==> config.mk <==
export PLATFORM = sky130hd
export DESIGN_NAME = dw_up_packer
export DESIGN_NICKNAME = d
export VERILOG_FILES = /design/src/rtl/dw_up_packer.sv
export SDC_FILE = /design/constraint.sdc
export NUM_CORES = 2
export LEC_CHECK = 0
export ABC_AREA = 1
export BUFFER_PORTS_ARGS = -buffer_cell sky130_fd_sc_hd__buf_2
export CAP_MARGIN = 15
export CELL_PAD_IN_SITES_DETAIL_PLACEMENT = 0
export CELL_PAD_IN_SITES_GLOBAL_PLACEMENT = 1
export CORE_UTILIZATION = 48
export CTS_BUF_LIST = sky130_fd_sc_hd__clkbuf_2
export CTS_CLUSTER_DIAMETER = 150
export CTS_CLUSTER_SIZE = 20
export DETAILED_ROUTE_END_ITERATION = 10
export GPL_TIMING_DRIVEN = 0
export PLACE_DENSITY_LB_ADDON = 0.1
export SLEW_MARGIN = 20
export SYNTH_ARGS = -nofsm -noshare
export SYNTH_HDL_FRONTEND = slang
export SYNTH_SLANG_ARGS = --single-unit
==> constraint.sdc <==
create_clock -name clk -period 4.92 [get_ports clk]
set_clock_uncertainty 0.05 [all_clocks]
set_input_delay 0.492 -clock clk [delete_from_list [all_inputs] [get_ports clk]]
set_output_delay 0.492 -clock clk [all_outputs]
set_load 0.02 [all_outputs]
==> src/rtl/dw_up_packer.sv <==
// Packs INPUT_DW-bit words into OUTPUT_DW-bit beats, little-endian, with a registered output slice.
// Define DW_UP_PACKER_LAST_EN to enable early packet flush via last_i with a partial keep_o mask.
module dw_up_packer #(
   parameter int unsigned INPUT_DW  = 64,
   parameter int unsigned OUTPUT_DW = 512,
   localparam int unsigned UP_RATIO = OUTPUT_DW / INPUT_DW
) (
   input  logic                 clk,
   input  logic                 rst_ni,
   input  logic [INPUT_DW-1:0]  data_i,
   input  logic                 valid_i,
   input  logic                 last_i,
   output logic                 ready_o,
   output logic [OUTPUT_DW-1:0] data_o,
   output logic [UP_RATIO-1:0]  keep_o,
   output logic                 last_o,
   output logic                 valid_o,
   input  logic                 ready_i,
   output logic                 busy_o
);

   localparam int unsigned IDX_W = (UP_RATIO > 1) ? $clog2(UP_RATIO) : 1;
   localparam logic [IDX_W-1:0] LAST_IDX = IDX_W'(UP_RATIO - 1);

   if ((OUTPUT_DW < INPUT_DW) || ((OUTPUT_DW % INPUT_DW) != 0)) begin : g_bad_cfg
      $fatal(1, "dw_up_packer: OUTPUT_DW must be a non-zero multiple of INPUT_DW");
   end

   logic [IDX_W-1:0]     idx_q, idx_d;
   logic [OUTPUT_DW-1:0] acc_q, acc_d;
   logic [OUTPUT_DW-1:0] data_q, data_d;
   logic [UP_RATIO-1:0]  keep_q, keep_d;
   logic                 last_q, last_d;
   logic                 valid_q, valid_d;

   logic                 flush_c;
   logic                 closing_c;
   logic                 accept_c;
   logic                 xfer_c;
   logic [OUTPUT_DW-1:0] merged_c;
   logic [UP_RATIO-1:0]  fill_mask_c;

`ifdef DW_UP_PACKER_LAST_EN
   assign flush_c = last_i;
`else
   logic unused_last_c;
   assign unused_last_c = last_i;
   assign flush_c       = 1'b0;
`endif

   // Only a closing word needs room in the output register; others always go into the accumulator.
   assign closing_c = (idx_q == LAST_IDX) || flush_c;
   assign ready_o   = closing_c ? (!valid_q || ready_i) : 1'b1;
   assign accept_c  = valid_i && ready_o;
   assign xfer_c    = valid_q && ready_i;

   // The target slot is always zero, so OR-ing the shifted word in is a slot write.
   assign merged_c = acc_q | (OUTPUT_DW'(data_i) << (32'(idx_q) * INPUT_DW));

   always_comb begin
      fill_mask_c = '0;
      for (int unsigned k = 0; k < UP_RATIO; k++) begin
         fill_mask_c[k] = (k <= 32'(idx_q));
      end
   end

   always_comb begin
      idx_d   = idx_q;
      acc_d   = acc_q;
      data_d  = data_q;
      keep_d  = keep_q;
      last_d  = last_q;
      valid_d = valid_q;

      if (xfer_c) begin
         valid_d = 1'b0;
      end

      if (accept_c) begin
         if (closing_c) begin
            idx_d   = '0;
            acc_d   = '0;
            data_d  = merged_c;
            valid_d = 1'b1;
`ifdef DW_UP_PACKER_LAST_EN
            keep_d  = fill_mask_c;
            last_d  = last_i;
`else
            keep_d  = '1;
            last_d  = 1'b0;
`endif
         end else begin
            idx_d = idx_q + IDX_W'(1);
            acc_d = merged_c;
         end
      end
   end

   always_ff @(posedge clk or negedge rst_ni) begin
      if (!rst_ni) begin
         idx_q   <= '0;
         acc_q   <= '0;
         data_q  <= '0;
         keep_q  <= '0;
         last_q  <= 1'b0;
         valid_q <= 1'b0;
      end else begin
         idx_q   <= idx_d;
         acc_q   <= acc_d;
         data_q  <= data_d;
         keep_q  <= keep_d;
         last_q  <= last_d;
         valid_q <= valid_d;
      end
   end

   assign data_o  = data_q;
   assign keep_o  = keep_q;
   assign valid_o = valid_q;
   assign busy_o  = (idx_q != '0);
`ifdef DW_UP_PACKER_LAST_EN
   assign last_o  = last_q;
`else
   logic unused_fill_c;
   assign unused_fill_c = (|fill_mask_c) | last_q;
   assign last_o  = 1'b0;
`endif

endmodule
==> results.toml <==
[run_status]
status = "finished clean"

[grt]
grt.overflow.total = 0
grt_pass1_vias = 40800
grt_antenna_before_repair = 10
grt_start_max_net_pins = 131
grt_usage_pct = 34.6
grt_first_pass_wirelength_um = 256000

[route]
postRouteAntennaNets = 0
wirelength_um = 173000
drt_iter0_drc = 4571
drc = 0
vias = 43100
wl_per_cell_um = 21.3
via_per_inst = 5.32
firstDrtPassIters = 6

[worst_setup_path]
r2r_end = "data_o[175]"
reg2regPathDepth = 8
path_class = "reg -> out"
endpoint_kind = "output pin"
path_buf_inv = 4
timing.rr.start = "idx_q[1]"
r2r_slack_ps = 1730
cp.required_ps = 4380
crit_chain = "inv_2 -> clkbuf_2 -> buf_2 -> ha_1 -> nand2_1 -> buf_2"
critPathMaxFanout = 10
start_kind = "flip-flop"
crit_top_cell = "buf_2"
path_delay_family = "buffers and inverters"
arrival_ps = 3750
slowest_delay_ps = 590
slowest_stage = "clkbuf_2"

[synth]
yosysUniqueCellTypes = 18
synth_top_area_share_pct = 54.9
yosys_warnings = 0
yosysTopAreaCell = "dfrtp_1"
async_flop_share_pct = 100
synth_most_common_cell = "nand2_1"
ys_seq_area_share_pct = 54.9
ys_ff_latch = 1029
synth_edf_count = 0
synthCells = 6024
synth_fp_nets = 6097
yosys_most_used_dff = "dfrtp_1"
ys_top_cells_by_count = "2,949 x nand2_1, 1,029 x dfrtp_1, 833 x nand3_1"
syn_area_um2 = 46900
syn_area_per_cell_um2 = 7.78
synth_area_leaders = "dfrtp_1 55%, nand2_1 24%, nand3_1 8.9%, inv_1 3.6%, o21bai_1 2.1%"

[clock_tree]
insertion_delay_ps = 1510
cts_max_level = 2
cts_buffers = 57
cts.sinks = 1029
clkTransAtPathRegs_ps = 380
post_cts_resized = 0
root_buffer = "clkbuf_2"
postCtsSetupBuffers = 0
cts_buffer_depth = 3
cts_tree = "yes"

[finish]
final_cell_count_no_fill = 8105
fin_nets = 6893
areaGrowthSynthToFinish_pct = 13.9
layout-drive-gt1-share_pct = 12.7

[hold_path]
hold_path.class = "in -> reg"
hold_path_end = "acc_q[274]"
worstHoldPathCells = 8
hold_start = "data_i[18]"

[timing]
tightest_slew_ps = 1150
rsz0062_at_grt = "no"
relSlewSlack_pct = 23.0
hold_viol = 0
finalSetupViolCount = 0
min_period_ps = 4290
fin_setup_tns_ps = 0
max_freq_mhz = 233
holdWs_ps = 206
finalMaxSlewViolations = 0
setup_ws_ps = 626
fin_crit_sh_pct = 87.3

[run]
drv_cap = 0

[power_and_ir_drop]
p_per_area_nw_per_um2 = 599
vdd.ir_drop.worst_mv = 0.352
cellLeakagePower_nw = 31.4
power.total_mw = 32.0

[floorplanning]
die_width_um = 314
core-area_um2 = 96700
fp.dieH_um = 314
io_pins = 593
rows = 114
die_area_um2 = 98900
start_util_pct = 48.5

[placed_design]
dp_hpwl_um = 126000
dp_slack_ps = 1670
io_buffer_count = 590
gp_congestion = 0.906
place_inst = 7898
[placed cells by master (no fill, tap or decap), types with 4 or more instances in the layout]
master,count
inv_2,5
buf_16,9
dfrtp_1,1029
buf_2,746
nor2_1,66
diode_2,10
clkbuf_1,172
o21ai_0,4
ha_1,4
inv_1,450
clkbuf_2,61
dlygate4sd3_1,138
o21bai_1,128
nand4_1,128
nand2_1,2949
nand3_1,833
buf_6,33
buf_4,11
buf_1,48
[power breakdown]
group / switching [mW] / internal, mW
combinational: 10.2 / 4.51
clock: 2.68 / 0.306
sequential: 2.21 / 12.0
[state kept, by name (all words and copies together), names as in the netlist]
name / flops
acc_q: 512
data_o: 512
idx_q: 3
keep_o: 1
valid_o: 1
[worst max-delay path by stage]
stage	start	to	slack, ps	cells after the start
final	idx_q[1]	busy_o	630	6
after global routing	idx_q[0]	busy_o	480	7
after CTS	idx_q[1]	busy_o	520	6
after detailed placement	rst_ni	data_o[432]	1670	5
after global placement	rst_ni	data_o[432]	-19970	1
after floorplan	idx_q[1]	acc_q[100]	2960	9
[layer usage]
metal | vias to the layer above | global-route usage [%] | share of wire (%)
li1 | 20200 | - | -
met1 | 20800 | 47.9 | 42
met2 | 1792 | 53.6 | 45
met3 | 271 | 7.04 | 9.0
met4 | 0 | 13.3 | 4.1
met5 | - | 0 | 0
[stage by stage]
stage                     cell area [um2]  utilization (%)
after global placement              51400             53.2
after detailed placement            51700             53.4
after global routing                53400             55.2
after floorplan                     46900                -
final                               53400             55.2
after CTS                           53400             55.2
[timing repair]
item | CTS | global route
hold endpoints to repair | 1593 | 0
hold buffers | 139 | 0
setup endpoints to repair | 0 | 0
[layout make-up]
class / instances / area (um2)
fillers: 9507 / 43300
flip-flops and latches: 1029 / 25700
multi-input cells: 4115 / 17300
repair buffers: 737 / 4600
plain buffers: 425 / 2090
inverters: 455 / 1710
well taps: 1276 / 1600
clock buffers: 57 / 285
diodes: 10 / 25.0
clock inverters: 1 / 16.3
[tightest hold or removal path, cell delays in order]
cell and delay (ps):
dlygate4sd3_1 560, buf_2 140, inv_1 140, nor2_1 140
nand3_1 90, nand2_1 70, nand3_1 70, nand2_1 50
[logic make-up after synthesis]
family | count (synthesis) | synth area share, %
flops | 1029 | 54.9
simple gates | 3978 | 34.8
buf+inv | 880 | 8.08
other cells | 1 | 0.00800
fa+ha+maj | 4 | 0.107
compound gates | 132 | 2.09
(Power assumes the default switching activity.)
